`src/rtl/fft_sequencer_if.sv`:
```
// rtl/fft_sequencer_if.sv - sample-stream, RAM, twiddle and butterfly signals of the FFT sequencer
interface fft_sequencer_if #(
  parameter int N_2 = 5
);
  logic           start;
  logic           in_valid;
  logic           out_ready;
  logic           busy;
  logic           load_we;
  logic [N_2-1:0] load_addr;
  logic           bfly_valid;
  logic [N_2-1:0] addr_a;
  logic [N_2-1:0] addr_b;
  logic [N_2-2:0] tw_addr;
  logic [N_2-1:0] stage;
  logic           rd_en;
  logic [N_2-1:0] rd_addr;
  logic           done;

  // master: the sequencer itself; slave: the environment driving it
  modport master (
    input  start, in_valid, out_ready,
    output busy, load_we, load_addr, bfly_valid, addr_a, addr_b,
           tw_addr, stage, rd_en, rd_addr, done
  );

  modport slave (
    output start, in_valid, out_ready,
    input  busy, load_we, load_addr, bfly_valid, addr_a, addr_b,
           tw_addr, stage, rd_en, rd_addr, done
  );
endinterface

```
`src/rtl/fft_sequencer.sv`:
```
// rtl/fft_sequencer.sv - control FSM for an in-place radix-2 DIT FFT on one butterfly and one RAM
module fft_sequencer #(
  parameter int N_2      = 5,
  parameter int BFLY_LAT = 3
) (
  input  logic             clk,
  input  logic             reset,
  fft_sequencer_if.master  bus
);
  localparam int N  = 1 << N_2;
  localparam int DW = (BFLY_LAT > 1) ? $clog2(BFLY_LAT) : 1;
  localparam logic [N_2-1:0] CNT_LAST   = N_2'(N - 1);
  localparam logic [N_2-1:0] BFLY_LAST  = N_2'(N / 2 - 1);
  localparam logic [N_2-1:0] STAGE_LAST = N_2'(N_2 - 1);
  localparam logic [DW-1:0]  DRAIN_LAST = DW'((BFLY_LAT > 0) ? BFLY_LAT - 1 : 0);

  typedef enum logic [2:0] {
    S_IDLE, S_LOAD, S_COMPUTE, S_DRAIN, S_UNLOAD, S_DONE
  } state_t;

  state_t         state_q, state_d;
  logic [N_2-1:0] cnt_q, cnt_d;
  logic [N_2-1:0] stage_q, stage_d;
  logic [DW-1:0]  drain_q, drain_d;

  logic [N_2-1:0] idx_ext, low_mask, a_addr, rev_addr;

  always_ff @(posedge clk or posedge reset) begin
    if (reset) begin
      state_q <= S_IDLE;
      cnt_q   <= '0;
      stage_q <= '0;
      drain_q <= '0;
    end else begin
      state_q <= state_d;
      cnt_q   <= cnt_d;
      stage_q <= stage_d;
      drain_q <= drain_d;
    end
  end

  always_comb begin
    state_d = state_q;
    cnt_d   = cnt_q;
    stage_d = stage_q;
    drain_d = drain_q;
    case (state_q)
      S_IDLE: begin
        if (bus.start) begin
          state_d = S_LOAD;
          cnt_d   = '0;
          stage_d = '0;
        end
      end
      S_LOAD: begin
        if (bus.in_valid) begin
          cnt_d = cnt_q + N_2'(1);
          if (cnt_q == CNT_LAST) begin
            state_d = S_COMPUTE;
            stage_d = '0;
          end
        end
      end
      S_COMPUTE: begin
        if (cnt_q == BFLY_LAST) begin
          cnt_d = '0;
          if (BFLY_LAT > 0) begin
            state_d = S_DRAIN;
            drain_d = '0;
          end else if (stage_q == STAGE_LAST) begin
            state_d = S_UNLOAD;
          end else begin
            stage_d = stage_q + N_2'(1);
          end
        end else begin
          cnt_d = cnt_q + N_2'(1);
        end
      end
      S_DRAIN: begin
        // idle the butterfly so the last write-backs land before the next stage reads
        if (drain_q == DRAIN_LAST) begin
          if (stage_q == STAGE_LAST) begin
            state_d = S_UNLOAD;
          end else begin
            state_d = S_COMPUTE;
            stage_d = stage_q + N_2'(1);
          end
        end else begin
          drain_d = drain_q + DW'(1);
        end
      end
      S_UNLOAD: begin
        if (bus.out_ready) begin
          cnt_d = cnt_q + N_2'(1);
          if (cnt_q == CNT_LAST) state_d = S_DONE;
        end
      end
      S_DONE: begin
        state_d = S_IDLE;
        stage_d = '0;
      end
      default: state_d = S_IDLE;
    endcase
  end

  always_comb begin
    // top leg: butterfly index with a zero spliced in at bit position stage
    idx_ext  = {1'b0, cnt_q[N_2-2:0]};
    low_mask = (N_2'(1) << stage_q) - N_2'(1);
    a_addr   = ((idx_ext >> stage_q) << (stage_q + N_2'(1))) | (idx_ext & low_mask);
    rev_addr = '0;
    for (int j = 0; j < N_2; j++) rev_addr[j] = cnt_q[N_2-1-j];

    bus.busy       = (state_q != S_IDLE);
    bus.load_we    = 1'b0;
    bus.load_addr  = '0;
    bus.bfly_valid = 1'b0;
    bus.addr_a     = '0;
    bus.addr_b     = '0;
    bus.tw_addr    = '0;
    bus.stage      = stage_q;
    bus.rd_en      = 1'b0;
    bus.rd_addr    = '0;
    bus.done       = 1'b0;
    case (state_q)
      S_LOAD: begin
        bus.load_we   = bus.in_valid;
        bus.load_addr = rev_addr;
      end
      S_COMPUTE: begin
        bus.bfly_valid = 1'b1;
        bus.addr_a     = a_addr;
        bus.addr_b     = a_addr | (N_2'(1) << stage_q);
        bus.tw_addr    = (N_2-1)'((idx_ext & low_mask) << (STAGE_LAST - stage_q));
      end
      S_UNLOAD: begin
        bus.rd_en   = bus.out_ready;
        bus.rd_addr = cnt_q;
      end
      S_DONE:  bus.done = 1'b1;
      default: ;
    endcase
  end
endmodule

```
`src/flat_wrapper.sv`:
```
// flat-port wrapper written by rule: the top's interface ports become plain ports
module fft_sequencer_flat 
#(
  parameter int N_2      = 5,
  parameter int BFLY_LAT = 3
)
  (clk, reset, bus_start, bus_in_valid, bus_out_ready, bus_busy, bus_load_we, bus_load_addr, bus_bfly_valid, bus_addr_a, bus_addr_b, bus_tw_addr, bus_stage, bus_rd_en, bus_rd_addr, bus_done);
  fft_sequencer_if #(.N_2(N_2)) bus_i ();
  input  logic clk;
  input  logic reset;
  input wire logic [$bits(bus_i.start)-1:0] bus_start;
  input wire logic [$bits(bus_i.in_valid)-1:0] bus_in_valid;
  input wire logic [$bits(bus_i.out_ready)-1:0] bus_out_ready;
  output wire logic [$bits(bus_i.busy)-1:0] bus_busy;
  output wire logic [$bits(bus_i.load_we)-1:0] bus_load_we;
  output wire logic [$bits(bus_i.load_addr)-1:0] bus_load_addr;
  output wire logic [$bits(bus_i.bfly_valid)-1:0] bus_bfly_valid;
  output wire logic [$bits(bus_i.addr_a)-1:0] bus_addr_a;
  output wire logic [$bits(bus_i.addr_b)-1:0] bus_addr_b;
  output wire logic [$bits(bus_i.tw_addr)-1:0] bus_tw_addr;
  output wire logic [$bits(bus_i.stage)-1:0] bus_stage;
  output wire logic [$bits(bus_i.rd_en)-1:0] bus_rd_en;
  output wire logic [$bits(bus_i.rd_addr)-1:0] bus_rd_addr;
  output wire logic [$bits(bus_i.done)-1:0] bus_done;
  assign bus_i.start = bus_start;
  assign bus_i.in_valid = bus_in_valid;
  assign bus_i.out_ready = bus_out_ready;
  assign bus_busy = bus_i.busy;
  assign bus_load_we = bus_i.load_we;
  assign bus_load_addr = bus_i.load_addr;
  assign bus_bfly_valid = bus_i.bfly_valid;
  assign bus_addr_a = bus_i.addr_a;
  assign bus_addr_b = bus_i.addr_b;
  assign bus_tw_addr = bus_i.tw_addr;
  assign bus_stage = bus_i.stage;
  assign bus_rd_en = bus_i.rd_en;
  assign bus_rd_addr = bus_i.rd_addr;
  assign bus_done = bus_i.done;
  fft_sequencer #(.N_2(N_2), .BFLY_LAT(BFLY_LAT)) u_core (.clk(clk), .reset(reset), .bus(bus_i));
endmodule
```
`config.mk`:
```
export PLATFORM = sky130hd
export DESIGN_NAME = fft_sequencer_flat
export DESIGN_NICKNAME = d
export VERILOG_FILES = /design/src/rtl/fft_sequencer_if.sv /design/src/rtl/fft_sequencer.sv /design/src/flat_wrapper.sv
export SDC_FILE = /design/constraint.sdc
export NUM_CORES = 1
export LEC_CHECK = 0
export CAP_MARGIN = 30
export CELL_PAD_IN_SITES_DETAIL_PLACEMENT = 0
export CELL_PAD_IN_SITES_GLOBAL_PLACEMENT = 1
export CORE_MARGIN = 8
export CORE_UTILIZATION = 40
export CTS_CLUSTER_SIZE = 8
export DETAILED_ROUTE_END_ITERATION = 7
export MAX_ROUTING_LAYER = met4
export PLACE_DENSITY = 0.9
export SETUP_SLACK_MARGIN = 0.05
export SKIP_CTS_REPAIR_TIMING = 1
export SYNTH_ARGS = -nofsm -noshare
export SYNTH_HDL_FRONTEND = slang
export SYNTH_SLANG_ARGS = --single-unit
```
`constraint.sdc`:
```
create_clock -name clk -period 5 [get_ports clk]
set_input_delay 1 -clock clk [delete_from_list [all_inputs] [get_ports clk]]
set_output_delay 1 -clock clk [all_outputs]
set_load 0.01 [all_outputs]
```
## Word-level counts from Yosys, hierarchy flattened

Index checks and enable logic that the tools add are counted.
W data, S select, Z words.

| word-level totals | value |
|---|---|
| register bits | 15 |
| input port bits | 5 |
| output and inout bits | 34 |
| word-level logic and storage cells | 74 |

| operators by class | value |
|---|---|
| add/subtract/negate cells | 5 |
| eq/ne operators | 18 |
| shifts and indexed selects | 4 |
| mux-type cells | 31 |
| bitwise gates (word level) | 3 |
| reduce and logical (&&, ||, !) cells | 9 |

Operator list:

| kind | count |
|---|---|
| $mux W5 | 12 |
| $pmux W5 S4 | 2 |
| $mux W3 | 8 |
| $pmux W3 S5 | 1 |
| $add A5 B1 Y5 const B | 2 |
| $ne A2 B2 Y1 const B | 5 |
| $or A5 B5 Y5 | 2 |
| $ne A2 B1 Y1 const B | 4 |
| $reduce_bool A4 Y1 | 2 |
| $reduce_and A7 Y1 | 1 |
| $eq A3 B2 Y1 const B | 2 |
| $eq A3 B3 Y1 const B | 2 |
| $reduce_and A6 Y1 | 1 |
| $and A4 B5 Y5 | 1 |
| $eq A5 B3 Y1 const B | 1 |
| $eq A5 B4 Y1 const B | 1 |
| $eq A5 B5 Y1 const B | 1 |
| $shl A1 B5 Y5 const A | 1 |
| $shl A5 B5 Y4 | 1 |
| $shl A5 B5 Y5 | 1 |
| $shr A4 B5 Y5 | 1 |
| $sub A3 B5 Y5 const A | 1 |
| $sub A5 B2 Y5 const B | 1 |
| $mux W1 | 4 |
| other kinds (11) | 12 |

## Logic depth before layout (Yosys ltp)

Gate-level depths: netlist (run 1).

| logic depth | value |
|---|---|
| word-level depth | 6 |
| gate-level depth with buffers | 9 |

## Worst setup path before layout (run 1)

No wires, ideal clock.

| timing | value |
|---|---|
| kind | reg2out |
| from | reg u_core.stage_q[1] (netlist: u_core.bus.stage[1]) |
| to | out bus_tw_addr[2] |
| data arrival time | 2.114 ns |
| required time | 4.000 ns |
| setup slack | 1.886 ns |
| stages on the path, launching flop included | 9 |
| buffers on the path | 3 |
| path through | dfrtp_1 buf_2 buf_2 inv_1 ha_1 clkbuf_1 inv_1 or3_1 a31oi_1 |

| between the ends | value |
|---|---|
| word-level cells in the longest chain between the ends | 5 |

Ends and longest elaborated chain:

| element | line | RTL |
|---|---|---|
| from (decl) | fft_sequencer.sv:23 | `logic [N_2-1:0] stage_q, stage_d;` |
| from (signal assigned) | fft_sequencer.sv:37 | `stage_q <= stage_d;` |
| $shl A1 B5 Y5 | fft_sequencer.sv:109 | `low_mask = (N_2'(1) << stage_q) - N_2'(1);` |
| $sub A5 B2 Y5 | fft_sequencer.sv:109 |  |
| $and A4 B5 Y5 | fft_sequencer.sv:134 | `bus.tw_addr = (N_2-1)'((idx_ext & low_mask) << (STAGE_LAST - stage_q));` |
| $shl A5 B5 Y4 (*) | fft_sequencer.sv:134 |  |
| $mux W4 (*) | fft_sequencer.sv:125 | `case (state_q)` |
| to (decl) | flat_wrapper.sv:20 | `output wire logic [$bits(bus_i.tw_addr)-1:0] bus_tw_addr;` |

Every way passes the cells marked *; elsewhere a longest branch is shown, timed or not.

## Worst setup path in the final report (run 1)

| timing | value |
|---|---|
| from | reg u_core.stage_q[0] (netlist: u_core.bus.stage[0]) |
| to | out bus_addr_b[2] |

| between the ends | value |
|---|---|
| word-level cells in the longest chain between the ends | 6 |

Ends and longest elaborated chain:

| element | line | RTL |
|---|---|---|
| branches (longest 4 deep; another with $add A5 B1 Y5) | - |  |
| $or A5 B5 Y5 (*) | fft_sequencer.sv:133 | `bus.addr_b = a_addr \| (N_2'(1) << stage_q);` |
| $mux W5 (*) | fft_sequencer.sv:125 |  |
| to (decl) | flat_wrapper.sv:19 | `output wire logic [$bits(bus_i.addr_b)-1:0] bus_addr_b;` |

Every way passes the cells marked *.

==> results of run 1 <==
## state kept, by name, summed over array words and instances, names as in the netlist
name	count
u_core.state_q	3
u_core.drain_q	2
u_core.bus.stage	5
u_core.cnt_q	5
## final cells by class
cell class | instances | area, sq um | share of cell area [%]
timing repair buffer | 38 | 380.4 | 17.44
multi-input combinational | 181 | 1259 | 57.72
tap | 52 | 65.06 | 2.983
clock buffer | 4 | 45.04 | 2.065
sequential | 15 | 375.4 | 17.21
inverter | 15 | 56.30 | 2.582
## Yosys cell counts (3+ instances only)
library cell,number
nor3_1,7
buf_2,6
or3_1,3
and3_1,7
ha_1,8
or3b_1,3
a21o_1,5
nor4_1,3
inv_1,14
nor2_1,21
nor3b_1,4
mux2i_1,7
a21oi_1,9
a2111oi_0,3
nor2b_1,8
o21ai_1,4
clkbuf_1,8
and2_1,7
o2bb2ai_1,4
nand3_1,10
dfrtp_1,15
a31oi_1,5
buf_4,4
nand4_1,4
nand2_1,12
o21ai_0,5
## cell families (layout without fill, tap and decap cells)
family	count (synthesis)	after routing	synth area share (%)
xor+xnor	2	2	0.9778
simple gates	104	104	34.01
fa+ha+maj	8	8	5.587
mux	11	11	6.844
buf+inv	34	57	8.799
compound gates	56	56	22.84
flops	15	15	20.95
## power breakdown
part / internal [mW] / switching, mW
clock network: 0.0565 / 0.0453
registers: 0.158 / 0.144
logic: 0.287 / 0.337
## layer usage
layer / up-vias / share of wire, % / global-route usage [%]
met1: 846 / 47 / 19.02
li1: 888 / - / -
met2: 50 / 47 / 23.90
met3: 4 / 4.6 / 2.441
met4: 0 / 1.2 / 4.153
met5: - / 0 / -
## layout by cell type (no fill, tap or decap), types with 3 or more instances in the layout
cell / n
a2111oi_0: 3
a21o_1: 5
a21oi_1: 9
a31oi_1: 5
and2_1: 7
and3_1: 7
clkbuf_8: 3
clkdlybuf4s50_1: 38
dfrtp_1: 15
ha_1: 8
inv_1: 14
mux2i_1: 7
nand2_1: 12
nand3_1: 10
nand4_1: 4
nor2_1: 21
nor2b_1: 8
nor3_1: 7
nor3b_1: 4
nor4_1: 3
o21ai_0: 5
o21ai_1: 4
o2bb2ai_1: 4
or3_1: 3
or3b_1: 3
## worst register-to-register path: cells and delay by family, from the launching register on
family	cells	cell delay [ns]
and+or+nand+nor	2	0.25
DFF	1	0.83
adders and majority gates	1	0.33
AOI/OAI and AO/OA	2	0.85
buffers and inverters	1	0.23
## worst paths after layout
check / depth (start not counted) / slack, ns / to / from
worst max-delay path: 6 / 0.77 / bus_addr_b[2] / u_core.bus.stage[0]
worst min-delay path: 1 / 0.48 / u_core.drain_q[1] / u_core.drain_q[1]
worst max register to register: 6 / 2.44 / u_core.bus.stage[2] / u_core.bus.stage[0]
worst min register to register: 1 / 0.48 / u_core.drain_q[1] / u_core.drain_q[1]
max in group asynchronous: 2 / 3.44 / u_core.bus.stage[0] / reset
min in group asynchronous: 2 / 1.14 / u_core.drain_q[1] / reset
## metrics by stage
step | instances | cell area, sq um | utilization, % | hold slack [ns]
after global placement | 301 | 2136 | 49.39 | 0.4666
after global routing | 305 | 2181 | 50.43 | 0.5056
final | 305 | 2181 | 50.43 | 0.4805
after floorplan | 230 | 1792 | - | 0.4537
after detailed placement | 301 | 2136 | 49.39 | 0.4708
after CTS | 305 | 2181 | 50.43 | 0.4862
==> qor.txt, run 1 <==
CTS root buf - clkbuf_8
CTS tree - yes
Detail Route Antenna Nets - 0
Core ar. - 0.004324 sq mm
critical path launch point type - flop
initial DRC count - 155
Vias - 1788
period utilisation layout - 84.51%
Synth cell types - 60
yosys warns - 0
Row Count - 24
largest net degree at the start of global routing - 26
relative slew slack - 45.82%
Pwr Density - 471.2 mW/mm^2
outcome - finished clean
global-route wire length before repair - 8721 microns
diodes inserted - 0
WP data required - 4.00 ns
dpl ws - 1.104 ns
setup TNS - 0 ns
Avg Inst Size Synth - 7.790 sq um
Die Area - 0.006877 sq mm
P_leak - 0.8770 nW
Crit Path Max Fanout - 25
Max VDD drop - 0.2432 mV
count of final hold-check violations - 0
fin worst setup slack - 0.7744 ns
Syn Inst Count - 230
max-slew violations - 0
CTS Buffer Depth - 2
post-synthesis sequential area ratio - 20.95%
crit path max-delay cell type - dfrtp_1
fill count - 461
Synth area leader - dfrtp_1
final WL - 5014 microns
Max Cap Viol - 0
Power Total - 1.028 mW
drt pass-1 iters - 4
CTS clk-pin slew, worst paths - 0.07 ns
Worst Max-Slew Pin Slew - 0.8126 ns
Port Buf Inserts - 38
Synth top area share - 20.95%
TritonCTS Sinks - 15
fraction of layout cells with a size suffix above 1 - 5.929%
I/O pin total - 39
kind of end point of the critical path - output pin
Die Ht - 82.93 microns
Worst Path Arrival - 3.23 ns
share of flip-flops with an asynchronous set or reset - 100.0%
CP peak stage delay - 0.83 ns
vias in the first global route - 1737
Mapped Nets - 243
Wirelength per Cell - 16.44 microns
Starting Density - 41.44%
Post-synth EDFFs - 0
RePlAce Congestion - 0.8628
Yosys reg bits - 15
crit path cell chain - inv_1, ha_1, nor4_1, nand2_1, a31oi_1, clkdlybuf4s50_1
Cell Area, Synth - 0.001792 sq mm
antenna violations before repair - 0
synth top area cells - dfrtp_1 21%, ha_1 5.6%, nor2_1 4.4%
GRT Util Overall - 15.01%
clock buffer count from CTS - 3
WP buf/inv - 2
clk_skew - 0.006965 ns
Fmax - 236.7 MHz
Setup-failing EPs final - 0
unrepaired setup endpoints after global routing - false
kind of critical path - reg2out
Die W - 82.93 microns
Syn-to-layout area delta - 21.72%
global route overflow - 0
HP Class - reg2reg
Most used DFF post-synth - dfrtp_1
H-tree depth - 1
Final nets - 267
clk_lat worst skew - 0.25 ns
vias per cell - 5.862
cell family with most CP delay - flip-flops
Post-DP HPWL - 3690 microns
crit path time final - 4.226 ns
post-route DRC violation count - 0
Note: power is estimated with default switching activity, not from simulation.
==> run 2, diff against run 1 <==
--- a/config.mk
+++ b/config.mk
@@ -9,11 +9,11 @@
 export CELL_PAD_IN_SITES_DETAIL_PLACEMENT = 0
 export CELL_PAD_IN_SITES_GLOBAL_PLACEMENT = 1
 export CORE_MARGIN = 8
-export CORE_UTILIZATION = 40
+export CORE_UTILIZATION = 37
 export CTS_CLUSTER_SIZE = 8
 export DETAILED_ROUTE_END_ITERATION = 7
 export MAX_ROUTING_LAYER = met4
-export PLACE_DENSITY = 0.9
+export PLACE_DENSITY = 0.84
 export SETUP_SLACK_MARGIN = 0.05
 export SKIP_CTS_REPAIR_TIMING = 1
 export SYNTH_ARGS = -nofsm -noshare
==> constraint.sdc (replaced) <==
create_clock -name clk -period 4.07 [get_ports clk]
set_input_delay 0.814 -clock clk [delete_from_list [all_inputs] [get_ports clk]]
set_output_delay 0.814 -clock clk [all_outputs]
set_load 0.01 [all_outputs]
==> qor.txt, run 2 (synthesis results as in run 1) <==
Detail Route Antenna Nets - 0 (unchanged)
clk_skew - 0.001231 ns (-0.005734 ns)
Core ar. - 0.004692 sq mm (+8.5%)
clk_lat worst skew - 0.25 ns (about the same)
setup TNS - 0 ns (unchanged)
critical path launch point type - flop
Die Ht - 85.59 microns (+3.2%)
Pwr Density - 582.2 mW/mm^2 (+24%)
Die Area - 0.007325 sq mm (+6.5%)
CP peak stage delay - 0.58 ns (-0.25 ns)
Row Count - 25 (+4.2%)
fraction of layout cells with a size suffix above 1 - 9.231% (+3.3 points)
Max VDD drop - 0.2510 mV (+3.2%)
crit path max-delay cell type - clkdlybuf4s50_1
kind of critical path - reg2out
kind of end point of the critical path - output pin
CTS clk-pin slew, worst paths - 0.06 ns (about the same)
Vias - 1853 (+3.6%)
final WL - 5184 microns (+3.4%)
RePlAce Congestion - 0.8750 (+1.4%)
H-tree depth - 1 (unchanged)
Crit Path Max Fanout - 18 (-28%)
Worst Max-Slew Pin Slew - 0.7095 ns (-0.1031 ns)
period utilisation layout - 90.47%
Starting Density - 38.19% (-3.2 points)
unrepaired setup endpoints after global routing - false
largest net degree at the start of global routing - 25 (-3.8%)
fill count - 469 (+1.7%)
clock buffer count from CTS - 3 (unchanged)
global route overflow - 0 (unchanged)
cell family with most CP delay - simple AND/OR/NAND/NOR gates
most frequent cells in the layout - 38 x clkdlybuf4s50_1, 21 x nor2_1, 14 x inv_1, 14 x dfrtp_1, 12 x nand2_1
Wirelength per Cell - 16.51 microns (+0.43%)
WP data required - 3.26 ns (-0.74 ns)
vias per cell - 5.901 (+0.66%)
Worst Path Arrival - 2.87 ns (-0.36 ns)
FF+latch area - 376.6 sq um (+0.33%)
CTS Buffer Depth - 2 (unchanged)
reg2reg setup slack - 1.79 ns (-0.65 ns)
Setup-failing EPs final - 0 (unchanged)
multi-input logic area - 0.001264 sq mm (+0.40%)
Fmax - 271.6 MHz
post-route DRC violation count - 0 (unchanged)
WP buf/inv - 1 (-1)
count of final hold-check violations - 0 (unchanged)
drt pass-1 iters - 5 (+1)
P_leak - 0.9125 nW (+4.1%)
antenna violations before repair - 0 (unchanged)
crit path time final - 3.682 ns
crit path cell chain - nor3_2, nand2_1, ha_1, nor2b_1, mux2i_1, a211oi_1, clkdlybuf4s50_1
global-route wire length before repair - 8776 microns (+0.63%)
Finished Core Util - 47.79% (-2.6 points)
Port Buf Inserts - 38 (unchanged)
leading cell type in the layout, fill and taps excluded - clkdlybuf4s50_1
max-slew violations - 0 (unchanged)
vias in the first global route - 1849 (+6.4%)
GRT Util Overall - 14.73% (-0.28 points)
outcome - finished clean
Max Cap Viol - 0 (unchanged)
Final nets - 274 (+2.6%)
I/O pin total - 39 (unchanged)
Post-DP HPWL - 3863 microns (+4.7%)
HP Class - reg2reg
initial DRC count - 191 (+23%)
relative slew slack - 52.70% (+6.9 points)
Syn-to-layout area delta - 25.14%
diodes inserted - 0 (unchanged)
CTS root buf - clkbuf_8
TritonCTS Sinks - 15 (unchanged)
CTS tree - yes
Die W - 85.59 microns (+3.2%)
[run 2: changes by cell type in the layout (fill, tap and decap cells not counted), sizes merged]
cell / previous run / this run
buf: 0 / 7
[run 2: layout make-up]
type / count / area share [%]
multi-input combinational: 181 / 56.36
timing repair buffer: 45 / 19.31
sequential: 15 / 16.80
tap: 54 / 3.013
inverter: 15 / 2.511
clock buffer: 4 / 2.009
[run 2: worst reg2reg max path, stage by stage, from the launching register on]
cell and delay (ns):
dfrtp_1 0.59, ha_1 0.26, nand3_1 0.11, inv_1 0.11, ha_1 0.22, mux2i_1 0.11
a221o_1 0.42, mux2_1 0.33
[run 2: worst paths after layout]
path                                startpoint                  end  cells after the start
max                        u_core.bus.stage[3]       bus_tw_addr[3]                      7
min                          u_core.drain_q[1]    u_core.drain_q[1]                      1
max reg2reg                    u_core.cnt_q[0]    u_core.state_q[0]                      7
min reg2reg                  u_core.drain_q[1]    u_core.drain_q[1]                      1
max in group asynchronous                reset  u_core.bus.stage[1]                      2
min in group asynchronous                reset    u_core.drain_q[0]                      2
[run 2: layer usage]
| layer | track usage, % | vias up | share of wire [%] |
|---|---|---|---|
| met5 | - | - | 0 |
| met4 | 5.414 | 0 | 2.3 |
| met2 | 23.84 | 50 | 48 |
| met3 | 2.388 | 12 | 4.0 |
| met1 | 17.98 | 891 | 46 |
| li1 | - | 900 | - |
[run 2: power by group]
part	switching (mW)	internal [mW]	leakage, nW
registers	0.101	0.196	0.192
clock network	0.0556	0.0694	0.0228
logic	0.507	0.377	0.698
[run 2: through the flow]
step	worst slack, ns	cell area, sq um	total power, mW	cells	hold WS (ns)
4_1_cts	0.1987	2236	1.297	314	0.4944
3_5_place_dp	0.4718	2191	1.169	310	0.4784
5_1_grt	0.1528	2242	1.425	314	0.5256
3_3_place_gp	0.3908	2191	1.163	310	0.4638
2_1_floorplan	1.142	1792	0.9169	230	0.4537
6_report	0.3877	2242	1.305	314	0.4939
==> run 3, diff against run 2 <==
--- a/config.mk
+++ b/config.mk
@@ -8,6 +8,7 @@
 export CAP_MARGIN = 30
 export CELL_PAD_IN_SITES_DETAIL_PLACEMENT = 0
 export CELL_PAD_IN_SITES_GLOBAL_PLACEMENT = 1
+export CORE_ASPECT_RATIO = 0.8
 export CORE_MARGIN = 8
 export CORE_UTILIZATION = 37
 export CTS_CLUSTER_SIZE = 8
==> qor.txt, run 3 (synthesis results as in run 1) <==
Pwr Density - 580.5 mW/mm^2 (-0.29%)
Row Count - 22 (-12%)
Post-DP Area - 0.002191 sq mm (unchanged)
drt pass-1 iters - 4 (-1)
Wirelength per Cell - 15.74 microns (-4.7%)
vias in the first global route - 1699 (-8.1%)
diodes inserted - 0 (unchanged)
H-tree depth - 1 (unchanged)
GRT Util Overall - 14.27% (-0.46 points)
vias per cell - 5.655 (-4.2%)
cell count of the worst hold path - 1 (unchanged)
clk_lat worst skew - 0.25 ns (about the same)
clk_skew - 0.003267 ns (+0.002035 ns)
Die Ht - 78.24 microns (-8.6%)
Worst Path Arrival - 2.88 ns (about the same)
kind of critical path - reg2out
antenna violations before repair - 0 (unchanged)
Max VDD drop - 0.2336 mV (-6.9%)
critical path launch point type - flop
kind of end point of the critical path - output pin
final WL - 5021 microns (-3.1%)
fill count - 453 (-3.4%)
period utilisation layout - 90.75% (+0.28 points)
most frequent cells in the layout - 38 x clkdlybuf4s50_1, 21 x nor2_1, 15 x dfrtp_1
Setup-failing EPs final - 0 (unchanged)
fraction of layout cells with a size suffix above 1 - 8.108% (-1.1 points)
hold slack - 0.4813 ns (-0.01254 ns)
Worst Max-Slew Pin Slew - 0.7211 ns (+0.01160 ns)
WP data required - 3.26 ns (about the same)
max-slew violations - 0 (unchanged)
Detail Route Antenna Nets - 0 (unchanged)
RePlAce Congestion - 0.8094 (-7.5%)
Fmax - 270.7 MHz (-0.31%)
CTS root buf - clkbuf_8
largest net degree at the start of global routing - 25 (unchanged)
crit path time final - 3.694 ns (+0.01140 ns)
setup TNS - 0 ns (unchanged)
R2R depth - 4 (-3)
I/O pin total - 39 (unchanged)
relative slew slack - 51.75% (-0.95 points)
Vias - 1804 (-2.6%)
initial DRC count - 153 (-20%)
Syn-to-layout area delta - 24.79%
leading cell type in the layout, fill and taps excluded - clkdlybuf4s50_1
count of final hold-check violations - 0 (unchanged)
Core ar. - 0.004624 sq mm (-1.4%)
Post-DP HPWL - 3810 microns (-1.4%)
CTS Buffer Depth - 2 (unchanged)
global-route wire length before repair - 8487 microns (-3.3%)
Starting Density - 38.74% (+0.56 points)
P_leak - 0.9067 nW (-0.64%)
reg2reg setup slack - 1.76 ns (-0.03 ns)
unrepaired setup endpoints after global routing - false
CTS tree - yes
Die Area - 0.007339 sq mm (+0.19%)
Port Buf Inserts - 38 (unchanged)
Crit Path Max Fanout - 18 (unchanged)
clock buffer count from CTS - 3 (unchanged)
CTS clk-pin slew, worst paths - 0.06 ns (about the same)
Die W - 93.80 microns (+9.6%)
HP Class - reg2reg
Final nets - 273 (-0.36%)
TritonCTS Sinks - 15 (unchanged)
outcome - finished clean
global route overflow - 0 (unchanged)
Finished Cell Area - 0.002236 sq mm (-0.28%)
post-route DRC violation count - 0 (unchanged)
Max Cap Viol - 0 (unchanged)
run 3: cell count changes in the layout (fill, tap and decap cells not counted), sizes merged:
| cell | before | now |
|---|---|---|
| buf | 7 | 6 |
run 3: metal layers:
metal | routed length, microns | global-route usage [%] | part of all wire (%)
met1 | 2564 | 19.81 | 51
met2 | 2184 | 21.23 | 43
met3 | 244 | 2.376 | 4.9
met4 | 27 | 2.528 | 0.54
met5 | 0 | - | 0
run 3: power breakdown:
group	leakage (nW)	total (mW)	internal [mW]	switching (mW)
combinational	0.691	0.892	0.380	0.512
clock	0.0228	0.120	0.0693	0.0505
sequential	0.193	0.286	0.196	0.0906
total	0.907	1.30	0.645	0.653
run 3: final cells by class:
| cell class | count | area, sq um | area share [%] |
|---|---|---|---|
| inverters | 15 | 56.30 | 2.518 |
| flip-flops and latches | 15 | 375.4 | 16.79 |
| repair buffers | 44 | 425.4 | 19.03 |
| well taps | 60 | 75.07 | 3.358 |
| multi-input cells | 181 | 1259 | 56.30 |
| clock buffers | 4 | 45.04 | 2.015 |
run 3: path summary, 6_finish.rpt:
kind,from,endpoint
min in group asynchronous,reset,u_core.bus.stage[3]
hold / removal,u_core.drain_q[1],u_core.drain_q[1]
setup / recovery,u_core.bus.stage[3],bus_tw_addr[3]
setup reg to reg,u_core.state_q[2],u_core.bus.stage[4]
hold reg to reg,u_core.drain_q[1],u_core.drain_q[1]
max in group asynchronous,reset,u_core.bus.stage[4]
run 3: worst max-delay path, cell delays in order (launching register included):
cell	delay (ns)
dfrtp_1	0.55
nor3_1	0.47
nand2_1	0.14
ha_1	0.31
nor2b_1	0.21
mux2i_1	0.13
a211oi_1	0.25
clkdlybuf4s50_1	0.57
run 3: through the flow:
step / total power, mW / setup WS, ns / cells / util (%)
after global routing: 1.422 / 0.07289 / 319 / 48.35
after global placement: 1.171 / 0.7211 / 315 / 47.38
after CTS: 1.302 / 0.3861 / 319 / 48.35
final: 1.298 / 0.3763 / 319 / 48.35
after detailed placement: 1.176 / 0.6579 / 315 / 47.38
after floorplan: 0.9169 / 1.142 / 230 / -
